### config.mk
export PLATFORM = sky130hd
export DESIGN_NAME = nabp_image_accumulator
export DESIGN_NICKNAME = d
export VERILOG_FILES = /design/src/rtl/nabp_image_accumulator.sv
export SDC_FILE = /design/constraint.sdc
export NUM_CORES = 1
export LEC_CHECK = 0
export ABC_CLOCK_PERIOD_IN_PS = 13000
export BUFFER_PORTS_ARGS = -buffer_cell sky130_fd_sc_hd__buf_4
export CAP_MARGIN = 30
export CELL_PAD_IN_SITES_DETAIL_PLACEMENT = 1
export CELL_PAD_IN_SITES_GLOBAL_PLACEMENT = 1
export CORE_MARGIN = 4
export CORE_UTILIZATION = 27
export CTS_CLUSTER_SIZE = 8
export DETAILED_ROUTE_END_ITERATION = 8
export MAX_ROUTING_LAYER = met4
export PLACE_DENSITY = 0.59
export SYNTH_ARGS = -nofsm -noshare
export SYNTH_HDL_FRONTEND = slang
export SYNTH_SLANG_ARGS = --single-unit
### constraint.sdc
create_clock -name clk -period 13 [get_ports clk]
set_input_delay 3.9 -clock clk [delete_from_list [all_inputs] [get_ports clk]]
set_output_delay 3.9 -clock clk [all_outputs]
set_load 0.01 [all_outputs]
### src/rtl/nabp_image_accumulator.sv
// Back-projection image accumulator: kicks the image addresser, gates it with the PE
// stream, and does a two-stage saturating read-modify-write into the image RAM.
module nabp_image_accumulator #(
  parameter int kImageAddressLength = 12,
  parameter int kDataLength         = 16
) (
  input  logic                           clk,
  input  logic                           reset,
  input  logic                           start,
  input  logic                           clear,
  input  logic                           pe_valid,
  input  logic [kDataLength-1:0]         pe_value,
  input  logic                           pe_last,
  output logic                           ir_kick,
  input  logic                           ir_kick_ack,
  output logic                           ir_enable,
  input  logic [kImageAddressLength-1:0] ir_addr,
  output logic                           ram_rd_en,
  output logic [kImageAddressLength-1:0] ram_rd_addr,
  input  logic [kDataLength-1:0]         ram_rd_data,
  output logic                           ram_wr_en,
  output logic [kImageAddressLength-1:0] ram_wr_addr,
  output logic [kDataLength-1:0]         ram_wr_data,
  output logic                           busy,
  output logic                           pass_done
);

  typedef enum logic [1:0] {IDLE, KICK, STREAM, DRAIN} state_e;

  state_e                         state_q, state_d;
  logic                           clear_q, clear_d;
  logic                           s1_valid_q, s1_valid_d;
  logic                           s1_last_q, s1_last_d;
  logic [kImageAddressLength-1:0] s1_addr_q, s1_addr_d;
  logic [kDataLength-1:0]         s1_value_q, s1_value_d;
  logic                           fwd_q, fwd_d;
  logic [kDataLength-1:0]         fwd_data_q, fwd_data_d;

  logic                           accept;
  logic [kDataLength-1:0]         operand;
  logic [kDataLength:0]           sum_wide;
  logic [kDataLength-1:0]         sum_sat;

  always_ff @(posedge clk or posedge reset) begin
    if (reset) begin
      state_q    <= IDLE;
      clear_q    <= 1'b0;
      s1_valid_q <= 1'b0;
      s1_last_q  <= 1'b0;
      s1_addr_q  <= '0;
      s1_value_q <= '0;
      fwd_q      <= 1'b0;
      fwd_data_q <= '0;
    end else begin
      state_q    <= state_d;
      clear_q    <= clear_d;
      s1_valid_q <= s1_valid_d;
      s1_last_q  <= s1_last_d;
      s1_addr_q  <= s1_addr_d;
      s1_value_q <= s1_value_d;
      fwd_q      <= fwd_d;
      fwd_data_q <= fwd_data_d;
    end
  end

  always_comb begin
    state_d   = state_q;
    clear_d   = clear_q;
    ir_kick   = 1'b0;
    ir_enable = 1'b0;
    accept    = 1'b0;
    case (state_q)
      IDLE: begin
        if (start) begin
          clear_d = clear;
          state_d = KICK;
        end
      end
      KICK: begin
        ir_kick = 1'b1;
        if (ir_kick_ack) state_d = STREAM;
      end
      STREAM: begin
        ir_enable = pe_valid;
        accept    = pe_valid;
        if (pe_valid && pe_last) state_d = DRAIN;
      end
      // Nothing enters S1 here, so S1 is empty after this cycle's write.
      DRAIN:   state_d = IDLE;
      default: state_d = IDLE;
    endcase
  end

  always_comb begin
    operand  = fwd_q ? fwd_data_q : ram_rd_data;
    sum_wide = {operand[kDataLength-1], operand} + {s1_value_q[kDataLength-1], s1_value_q};
    if (sum_wide[kDataLength] != sum_wide[kDataLength-1])
      sum_sat = sum_wide[kDataLength] ? {1'b1, {(kDataLength-1){1'b0}}}
                                      : {1'b0, {(kDataLength-1){1'b1}}};
    else
      sum_sat = sum_wide[kDataLength-1:0];
  end

  always_comb begin
    s1_valid_d  = accept;
    s1_last_d   = accept ? pe_last  : s1_last_q;
    s1_addr_d   = accept ? ir_addr  : s1_addr_q;
    s1_value_d  = accept ? pe_value : s1_value_q;
    ram_rd_en   = accept;
    ram_rd_addr = accept ? ir_addr : '0;
    ram_wr_en   = s1_valid_q;
    ram_wr_addr = s1_valid_q ? s1_addr_q : '0;
    ram_wr_data = '0;
    if (s1_valid_q) ram_wr_data = clear_q ? s1_value_q : sum_sat;
    pass_done   = s1_valid_q && s1_last_q;
    busy        = (state_q != IDLE);
    // The RAM returns old data on a same-cycle collision, so carry the new word over.
    fwd_d       = accept && s1_valid_q && (ir_addr == s1_addr_q);
    fwd_data_d  = ram_wr_data;
  end

endmodule

# Word level (Yosys, flattened, before mapping)
# Index checks and enable logic that the tools add are counted.
# word_totals
rom_bits,0
in_bits,51
regBits,50
ramBits,0
mem_count,0
latchBits,0
word_cells,38
out_inout_bits,46
# classes
n_div,0
n_shift,0
mux,13
add_sub_neg,1
n_lt_le_gt_ge,0
bitwise_logic,0
eq_ne,8
multipliers,0
n_reduce_logical,8
# ops
operator,count
$mux W16,5
$mux W12,2
$add A16 B16 Y17,1
$eq A12 B12 Y1,1
$pmux W2 S4,1
$mux W2,3
$ne A2 B2 Y1 const B,3
$eq A2 B2 Y1 const B,2
$logic_and A1 B1 Y1,4
$reduce_and A3 Y1,1
$eq A2 B1 Y1 const B,1
$logic_not A2 Y1,1
$mux W1,2
$reduce_and A2 Y1,1
$reduce_bool A2 Y1,1
$ne A1 B1 Y1,1

# Logic depth before layout (Yosys ltp)
# Gate-level depths: netlist of run 1.
# logic_depth
depth_word,6
mapped_depth,12

# Worst setup path after synthesis of run 1
# OpenSTA, ideal clock, no wires.
# synth_timing
kind,input to output
startpoint,in ram_rd_data[0]
endpoint,out ram_wr_data[9]
arrival_ns,6.303
stages,10
path_slack_ns,2.797
path_buffers,0
path_cell_list,mux2_2 > ha_1 > fa_1 > a21o_1 > a221oi_4 > a2111oi_2 > a221oi_4 > a21boi_2 > maj3_2 > o21ba_1
# synth_between
elab_chain_len,6
# synth_lines
item,line,rtl
from (decl),20,"input logic [kDataLength-1:0] ram_rd_data,"
$mux W16 *,95,operand = fwd_q ? fwd_data_q : ram_rd_data;
$add A16 B16 Y17 *,96,"sum_wide = {operand[kDataLength-1], operand} + {s1_value_q[kDataLength-1], s1_value_q};"
$mux W16 / $ne A1 B1 Y1 (equally long branches),"98, 97",
$mux W16 *,97,if (sum_wide[kDataLength] != sum_wide[kDataLength-1])
$mux W16 * (2 in a row),114,if (s1_valid_q) ram_wr_data = clear_q ? s1_value_q : sum_sat;
to (decl),23,"output logic [kDataLength-1:0] ram_wr_data,"
# Every way passes the cells marked *; elsewhere a longest branch is shown, timed or not.

# Worst setup path in the final report of run 1
# layout_timing
startpoint,in ram_rd_data[0]
endpoint,out ram_wr_data[3]
# The elaborated chain is that of the path after synthesis.

==> reports/metrics.yaml, run 1 <==
status:
  run_status: "complete, no violations"
global_routing:
  track_usage: 0.154
  grt_max_degree: 31
  antenna_found_initial: 0
  grt_overflow: 0
  grt_pass1_vias: 3238
  grt_pass1_wl_mm: 17.1
timing:
  finalCritPeriodShare: 0.827
  period_needed_ps: 10750
  relSlewSlack: 0.427
  hold_viol_final: 0
  setup_tns_ps: 0
  worst_hold_slack_ps: 515
  setup_viol: 0
  worst_pin_slew_ps: 859
  fmax_mhz: 93.0
  skew_ps: 8.77
  maxSlewViolCount: 0
  rsz0062_at_grt: "no"
routing:
  first_iter_violations: 86
  viasPerCell: 5.00
  firstDrtPassIters: 4
  wl_per_cell_um: 17.7
  postRouteAntennaNets: 0
  drc_errors: 0
  wl_mm: 10.2
  vias: 2872
finish:
  drive_gt1_frac: 0.344
  fin_nets: 498
  area_growth_pct: 31.0
  stdcell_count: 574
  antenna_cells: 0
  fillers: 1399
synthesis:
  synth-edff-count: 0
  synth.avg_cell_area_sq_um: 9.86
  ys_warn_count: 0
  yosys.area.top_type: "dfrtp_1"
  syn_inst: 336
  ys_seq_area_frac: 0.378
  syn-num-nets: 408
  netlist.area_leader.share: 0.378
  synth.area.top_cells: "dfrtp_1 (38%), mux2_2 (11%), ha_1 (7.6%), a21o_1 (3.9%), xnor2_1 (3.7%)"
  synth_ff_type: "dfrtp_1"
  ys_ff_latch: 50
  synth_area_sq_um: 3310
  synthArstFlopShare: 1.00
  synth.distinct_cells: 47
  yosysMostFrequentCell: "dfrtp_1"
  synthTopCellsByCount: "dfrtp_1 (50), mux2_2 (31), o21ai_0 (22)"
worst_setup_path:
  cp_slowest_cell: "fa_1"
  cp_top_family: "compound AO/OA/AOI/OAI gates"
  crit_cells: 12
  crit_buf_inv: 2
  start_kind: "input pin"
  endpoint_kind: "primary output"
  critical_path_arrival_ps: 6850
  r2r_cells: 10
  setup.worst_path.start: "ram_rd_data[0]"
  reg2reg_slack_ps: 9140
  rr_startpoint: "fwd_q"
  crit_chain: "buf_4 -> mux2_2 -> ha_1 -> fa_1 -> a21o_1 -> a221oi_4 -> a2111oi_2 -> a221oi_4 -> a31oi_2 -> o21ai_1 -> nor3_1 -> buf_4"
  required_ps: 9100
  slowest_delay_ps: 430
  worst-path-max-fanout: 7
  endpoint: "ram_wr_data[3]"
  worstReg2RegEnd: "fwd_data_q[7]"
  worstSetupPathType: "in2out"
power_and_ir_drop:
  leakage_nw: 2.14
  p_sw_frac: 0.437
  power.net_switching_uw: 417
  power.total_uw: 954
  power_density_nw_per_um2: 220
  clkPwrFrac: 0.146
  combPwrFrac: 0.563
  p_seq_frac: 0.291
  p_int_uw: 537
  peakVddDrop_mv: 0.0694
placement:
  portBuffers: 96
  dp_hpwl_mm: 7.83
  gp_congestion: 0.823
  placed_cells: 566
floorplanning:
  die_w_um: 119
  core_sq_um: 12000
  die-area_sq_um: 14100
  die-height_um: 119
  initial_core_util: 0.276
  fp-row-count: 40
  ios: 97
cts:
  numClockSinks: 50
  h-tree-depth: 2
  cts_tree: "built"
  ctsHoldBuffers: 0
  cts_resized: 0
  cts_root_buf: "clkbuf_16"
  insertion_delay_ps: 300
  numCtsBuffers: 5
  cts.path.max_buffers: 2
  postCtsSetupRepairBufs: 0
  clkTransAtPathRegs_ps: 70
job:
  drv_cap: 0
min_path:
  hold_class: "reg2reg"
==> cells by family (layout without fill, tap and decap cells) <==
family	count (synthesis)	after routing	share of synthesized area
AND/OR/NAND/NOR	90	90	0.141
AO/OA/AOI/OAI	87	87	0.187
flip-flops	50	50	0.378
multiplexers	32	32	0.108
buffers and inverters	32	123	0.0378
XOR/XNOR	23	23	0.0631
adder cells (fa/ha/maj)	22	22	0.0850
==> routing by layer <==
layer,routed length (um),GRT usage
met5,0,-
met4,77,0.0304
met3,642,0.0469
met2,5170,0.262
met1,4280,0.182
==> worst min-delay path by stage <==
stage / slack [ps] / to / from / depth (start not counted)
after floorplan: 470 / s1_last_q / s1_last_q / 1
after global placement: 500 / s1_addr_q[6] / s1_addr_q[6] / 1
after detailed placement: 500 / s1_last_q / s1_last_q / 1
after CTS: 510 / s1_last_q / s1_last_q / 1
after global routing: 540 / s1_addr_q[11] / s1_addr_q[11] / 1
final: 510 / s1_last_q / s1_last_q / 1
==> worst register-to-register path: cells and delay by family (launching register included) <==
family                   cells  cell delay, ps
multiplexers                 1             420
adder cells (fa/ha/maj)      2             650
AND/OR/NAND/NOR              1             140
flip-flops                   1             880
AO/OA/AOI/OAI                6            1660
==> power groups by stage <==
stage          clock network (mW)  registers [mW]  logic, mW
2_1_floorplan                   0           0.256      0.392
3_3_place_gp                    0           0.277      0.531
3_5_place_dp                    0           0.282      0.544
4_1_cts                     0.146           0.279      0.547
5_1_grt                     0.151           0.289      0.603
6_report                    0.139           0.277      0.537
==> state kept, by name (all words and copies together) (netlist names) <==
signal      count
state_q         2
s1_last_q       1
s1_value_q     16
clear_q         1
s1_addr_q      12
ram_wr_en       1
fwd_q           1
fwd_data_q     16
==> cell type report <==
type,instances,area [sq um],area share
flip-flops and latches,50,1250,0.288
well taps,147,184,0.0424
clock buffers,6,139,0.0320
inverters,17,63.8,0.0147
multi-input cells,254,1940,0.446
clock inverters,2,17.5,0.00404
repair buffers,98,748,0.172
==> through the flow <==
step                setup WS [ps]  instance area [sq um]   util
global placement             2290                   4160  0.347
detailed placement           2210                   4180  0.348
floorplan                    2800                   3310      -
CTS                          2210                   4340  0.361
finish                       2250                   4340  0.361
global route                 1970                   4340  0.361
==> placed cells by master, fill, tap and decap left out, types with 2 or more instances in the layout <==
master,count
buf_4,97
dfrtp_1,50
mux2_2,31
o21ai_0,22
ha_1,20
a21oi_1,19
a21o_1,17
inv_1,16
nand2_1,16
nor2_1,16
and2_1,14
and3_1,14
xnor2_1,14
nor3_1,12
xor2_1,8
nand4_1,6
nand3_1,6
clkbuf_16,5
a211oi_1,4
a221oi_1,4
a221oi_4,2
o21a_1,2
o21bai_1,2
o211ai_1,2
nand4b_1,2
clkinv_4,2
Power figures use the tool's default switching activity.
==> run 2, diff against run 1 <==
--- a/config.mk
+++ b/config.mk
@@ -5,7 +5,7 @@
 export SDC_FILE = /design/constraint.sdc
 export NUM_CORES = 1
 export LEC_CHECK = 0
-export ABC_CLOCK_PERIOD_IN_PS = 13000
+export ABC_CLOCK_PERIOD_IN_PS = 11100
 export BUFFER_PORTS_ARGS = -buffer_cell sky130_fd_sc_hd__buf_4
 export CAP_MARGIN = 30
 export CELL_PAD_IN_SITES_DETAIL_PLACEMENT = 1
==> constraint.sdc (replaced) <==
create_clock -name clk -period 11.1 [get_ports clk]
set_input_delay 3.33 -clock clk [delete_from_list [all_inputs] [get_ports clk]]
set_output_delay 3.33 -clock clk [all_outputs]
set_load 0.01 [all_outputs]
==> run 2 against run 1 <==
Sequential share of layout area unchanged. Combinational power increased by 17%. Power increased by 17%. Critical path depth unchanged.
==> reports/metrics.yaml, run 2 (synthesis gave the netlist of run 1 again) <==
status:
  run_status: "complete, no violations"
cts:
  cts_resized: 0  # unchanged
  ctsHoldBuffers: 0  # unchanged
  insertion_delay_ps: 300  # about the same
  numCtsBuffers: 5  # unchanged
  cts_tree: "built"
  cts_root_buf: "clkbuf_16"
  clkTransAtPathRegs_ps: 70  # about the same
  numClockSinks: 50  # unchanged
  postCtsSetupRepairBufs: 0  # unchanged
  h-tree-depth: 2  # unchanged
  cts.path.max_buffers: 2  # unchanged
routing:
  viasPerCell: 5.02  # +0.24%
  first_iter_violations: 58  # -33%
  vias: 2879  # +0.24%
  postRouteAntennaNets: 0  # unchanged
  wl_mm: 10.1  # -0.29%
  wl_per_cell_um: 17.7  # -0.29%
  drc_errors: 0  # unchanged
  firstDrtPassIters: 4  # unchanged
finish:
  antenna_cells: 0  # unchanged
  area_growth_pct: 31.0  # unchanged
  fin_nets: 498  # unchanged
  multi_input_area_sq_um: 1940  # unchanged
  fillers: 1389  # -0.71%
  layout_commonest_cell: "buf_4"
  top_regs: "fwd_data_q x16, s1_value_q x16, s1_addr_q x12"
  fin_util: 0.361  # unchanged
  regArea_sq_um: 1250  # unchanged
  drive_gt1_frac: 0.344  # unchanged
  final_cell_mix: "buf_4 (97), dfrtp_1 (50), mux2_2 (31)"
timing:
  hold_viol_final: 0  # unchanged
  setup_tns_ps: 0  # unchanged
  fmax_mhz: 104
  finalCritPeriodShare: 0.867
  period_needed_ps: 9630
  skew_ps: 8.93  # +0.154 ps
  setup_viol: 0  # unchanged
  maxSlewViolCount: 0  # unchanged
  worst_pin_slew_ps: 858  # -1.15 ps
  rsz0062_at_grt: "no"
  relSlewSlack: 0.428  # +0.000765
floorplanning:
  die-height_um: 119  # unchanged
  fp-row-count: 40  # unchanged
  die_w_um: 119  # unchanged
  die-area_sq_um: 14100  # unchanged
  initial_core_util: 0.276  # unchanged
  core_sq_um: 12000  # unchanged
  ios: 97  # unchanged
placement:
  dp_hpwl_mm: 7.81  # -0.32%
  portBuffers: 96  # unchanged
  gp_congestion: 0.823  # about the same
worst_setup_path:
  endpoint_kind: "primary output"
  start_kind: "input pin"
  required_ps: 7770  # -1330 ps
  worst-path-max-fanout: 7  # unchanged
  worstSetupPathType: "in2out"
  critical_path_arrival_ps: 6300  # -550 ps
global_routing:
  grt_overflow: 0  # unchanged
  grt_pass1_wl_mm: 16.8  # -1.5%
  track_usage: 0.152  # -0.00238
  grt_max_degree: 31  # unchanged
  antenna_found_initial: 0  # unchanged
  grt_pass1_vias: 3246  # +0.25%
power_and_ir_drop:
  power_density_nw_per_um2: 258  # +17%
  leakage_nw: 2.14  # unchanged
  peakVddDrop_mv: 0.0756  # +8.9%
  power.total_mw: 1.12  # +17%
min_path:
  hold_class: "reg2reg"
job:
  drv_cap: 0  # unchanged
-- run 2: cell counts in the layout (fill, tap and decap cells not counted) --
No cell type changed its count.
-- run 2: worst paths after layout --
check                      slack, ps  depth (start not counted)        endpoint      startpoint
min                              510                          1       s1_last_q       s1_last_q
max                             1470                         12  ram_wr_data[3]  ram_rd_data[0]
max in group asynchronous       7510                          3  s1_value_q[11]           reset
min reg2reg                      510                          1       s1_last_q       s1_last_q
min in group asynchronous       3050                          2   fwd_data_q[2]           reset
max reg2reg                     7240                         10   fwd_data_q[3]           fwd_q
-- run 2: power by group --
group | internal (mW) | switching [mW]
clock network | 0.0907 | 0.0724
registers | 0.257 | 0.0682
logic | 0.281 | 0.349
total | 0.629 | 0.489
-- run 2: cell type report --
class	instances	area share
inverter	17	0.0147
multi-input combinational	254	0.446
tap	147	0.0424
clock inverter	2	0.00404
sequential	50	0.288
clock buffer	6	0.0320
timing repair buffer	98	0.172
-- run 2: routing by layer --
layer / up-vias / GRT usage / part of all wire
met4: 0 / 0.0282 / 0.0087
met3: 8 / 0.0450 / 0.059
met1: 1416 / 0.181 / 0.44
li1: 1386 / - / -
met2: 69 / 0.258 / 0.49
met5: - / - / 0
-- run 2: per-stage QoR --
stage                     instances  worst slack (ps)  hold WS, ps  cell area (sq um)
final                           574              1470          511               4340
after global routing            574              1270          545               4340
after CTS                       574              1460          515               4340
after detailed placement        566              1460          497               4180
after global placement          565              1530          498               4160
after floorplan                 336              2040          473               3310
-- run 2: worst max-delay path, stage by stage --
cell	delay [ps]
buf_4	110
mux2_2	260
ha_1	220
fa_1	420
a21o_1	230
a221oi_4	330
a2111oi_2	150
a221oi_4	290
a31oi_2	270
o21ai_1	380
nor3_1	150
buf_4	170
==> run 3, diff against run 2 <==
--- a/config.mk
+++ b/config.mk
@@ -15,7 +15,7 @@
 export CTS_CLUSTER_SIZE = 8
 export DETAILED_ROUTE_END_ITERATION = 8
 export MAX_ROUTING_LAYER = met4
-export PLACE_DENSITY = 0.59
+export PLACE_DENSITY_LB_ADDON = 0.1
 export SYNTH_ARGS = -nofsm -noshare
 export SYNTH_HDL_FRONTEND = slang
 export SYNTH_SLANG_ARGS = --single-unit
==> run 3 against run 2 <==
Wire length barely moved. Sequential share of layout area barely moved. First-iteration DRC count increased by 38%. Sequential power barely moved. Global-route usage increased by 0.13 points. Core utilization about the same. Flip-flop and latch count did not move. Via count down 1.3%. Critical endpoint unchanged. Largest power group unchanged.
==> reports/metrics.yaml, run 3 (synthesis gave the netlist of run 1 again) <==
timing:
  fmax_mhz: 104  # +0.51%
  worst_pin_slew_ps: 866  # +8.38 ps
  skew_ps: 5.88  # -3.05 ps
  rsz0062_at_grt: "no"
  finalCritPeriodShare: 0.863  # -0.00442
  setup_tns_ps: 0  # unchanged
  relSlewSlack: 0.423  # -0.00559
  period_needed_ps: 9580  # -49.1 ps
  worst_hold_slack_ps: 523  # +12.1 ps
  maxSlewViolCount: 0  # unchanged
  setup_viol: 0  # unchanged
  hold_viol_final: 0  # unchanged
min_path:
  hold_class: "reg2reg"
  min_to: "s1_addr_q[11]"
  hp-start: "s1_addr_q[11]"
  holdPathStages: 1  # unchanged
routing:
  postRouteAntennaNets: 0  # unchanged
  vias: 2843  # -1.3%
  first_iter_violations: 80  # +38%
  viasPerCell: 4.96  # -1.1%
  wl_mm: 10.1  # about the same
  firstDrtPassIters: 4  # unchanged
  drc_errors: 0  # unchanged
  wl_per_cell_um: 17.7  # +0.19%
cts:
  cts.path.max_buffers: 2  # unchanged
  cts_root_buf: "clkbuf_16"
  cts_resized: 0  # unchanged
  insertion_delay_ps: 300  # about the same
  h-tree-depth: 2  # unchanged
  numClockSinks: 50  # unchanged
  clkTransAtPathRegs_ps: 70  # about the same
  numCtsBuffers: 5  # unchanged
  ctsHoldBuffers: 0  # unchanged
  postCtsSetupRepairBufs: 0  # unchanged
  cts_tree: "built"
global_routing:
  track_usage: 0.153  # +0.00129
  grt_pass1_wl_mm: 16.6  # -1.4%
  grt_max_degree: 51  # +65%
  grt_pass1_vias: 3192  # -1.7%
  grt_overflow: 0  # unchanged
  antenna_found_initial: 0  # unchanged
placement:
  portBuffers: 96  # unchanged
  gp_congestion: 0.815  # -0.98%
  dp_hpwl_mm: 7.66  # -1.9%
power_and_ir_drop:
  power_density_nw_per_um2: 261  # +1.3%
  peakVddDrop_mv: 0.0975  # +29%
  leakage_nw: 2.14  # about the same
  p_sw_frac: 0.432  # -0.00600
  power.net_switching_uw: 489  # -0.17%
  combPwrFrac: 0.554  # -0.009
  clkPwrFrac: 0.159  # +0.013
  p_int_uw: 643  # +2.3%
  p_seq_frac: 0.287  # -0.004
job:
  drv_cap: 0  # unchanged
finish:
  layout_commonest_cell: "buf_4"
  area_growth_pct: 30.9
  fin_nets: 498  # unchanged
  final_cell_mix: "buf_4 (98), dfrtp_1 (50), mux2_2 (31)"
  top_regs: "fwd_data_q x16, s1_value_q x16, s1_addr_q x12"
  antenna_cells: 0  # unchanged
  drive_gt1_frac: 0.343  # -0.00154
worst_setup_path:
  worstSetupPathType: "in2out"
  required_ps: 7770  # about the same
  slowest_delay_ps: 410  # about the same
  start_kind: "input pin"
  crit_buf_inv: 2  # unchanged
  cp_slowest_cell: "fa_1"
  rr_startpoint: "fwd_q"
  crit_chain: "buf_4 -> mux2_2 -> ha_1 -> fa_1 -> a21o_1 -> a221oi_4 -> a2111oi_2 -> a221oi_4 -> a31oi_2 -> o21ai_1 -> nor3_1 -> buf_4"
  worst-path-max-fanout: 7  # unchanged
  r2r_cells: 10  # unchanged
  critical_path_arrival_ps: 6250  # -50 ps
  worstReg2RegEnd: "fwd_data_q[3]"
  reg2reg_slack_ps: 7260  # +20 ps
  endpoint_kind: "primary output"
  cp_top_family: "compound AO/OA/AOI/OAI gates"
floorplanning:
  core_sq_um: 12000  # unchanged
  fp-row-count: 40  # unchanged
  die-area_sq_um: 14100  # unchanged
  initial_core_util: 0.276  # unchanged
  ios: 97  # unchanged
  die-height_um: 119  # unchanged
  die_w_um: 119  # unchanged
status:
  run_status: "complete, no violations"
[run 3: cell count changes in the layout (fill, tap and decap cells not counted), sizes merged]
| cell | previous run | this run |
|---|---|---|
| clkinv | 2 | 1 |
| clkbuf | 6 | 5 |
| bufinv | 0 | 1 |
[run 3: metrics by stage]
stage                     setup WS, ps   util  power [mW]  area [sq um]  std cells
final                             1520  0.361        1.13          4330        573
after global routing              1320  0.361        1.23          4330        573
after CTS                         1460  0.361        1.15          4330        573
after detailed placement          1450  0.347       0.964          4170        566
after global placement            1520  0.347       0.953          4170        566
after floorplan                   2040      -       0.759          3310        336
[run 3: power by group through the flow]
stage / Sequential, mW / Clock [mW] / Combinational, mW
2_1_floorplan: 0.300 / 0 / 0.459
3_5_place_dp: 0.330 / 0 / 0.635
3_3_place_gp: 0.327 / 0 / 0.627
5_1_grt: 0.338 / 0.193 / 0.704
6_report: 0.325 / 0.179 / 0.627
4_1_cts: 0.327 / 0.187 / 0.638
[run 3: how the worst max path moves through the flow]
stage / startpoint / depth (start not counted) / end
2_1_floorplan: ram_rd_data[0] / 10 / ram_wr_data[9]
3_3_place_gp: ram_rd_data[0] / 12 / ram_wr_data[3]
3_5_place_dp: ram_rd_data[0] / 12 / ram_wr_data[3]
4_1_cts: ram_rd_data[0] / 12 / ram_wr_data[3]
5_1_grt: ram_rd_data[0] / 12 / ram_wr_data[3]
6_report: ram_rd_data[0] / 12 / ram_wr_data[3]
[run 3: cell type report]
type	count	area (sq um)
fillers	1400	7680
multi-input cells	254	1940
flip-flops and latches	50	1250
repair buffers	98	736
well taps	147	184
clock buffers	5	125
inverters	17	63.8
clock inverters	2	38.8
[run 3: routing by layer]
| metal | share of wire | track usage |
|---|---|---|
| met5 | 0 | - |
| met4 | 0.011 | 0.0413 |
| met3 | 0.051 | 0.0392 |
| met2 | 0.49 | 0.257 |
| met1 | 0.45 | 0.183 |
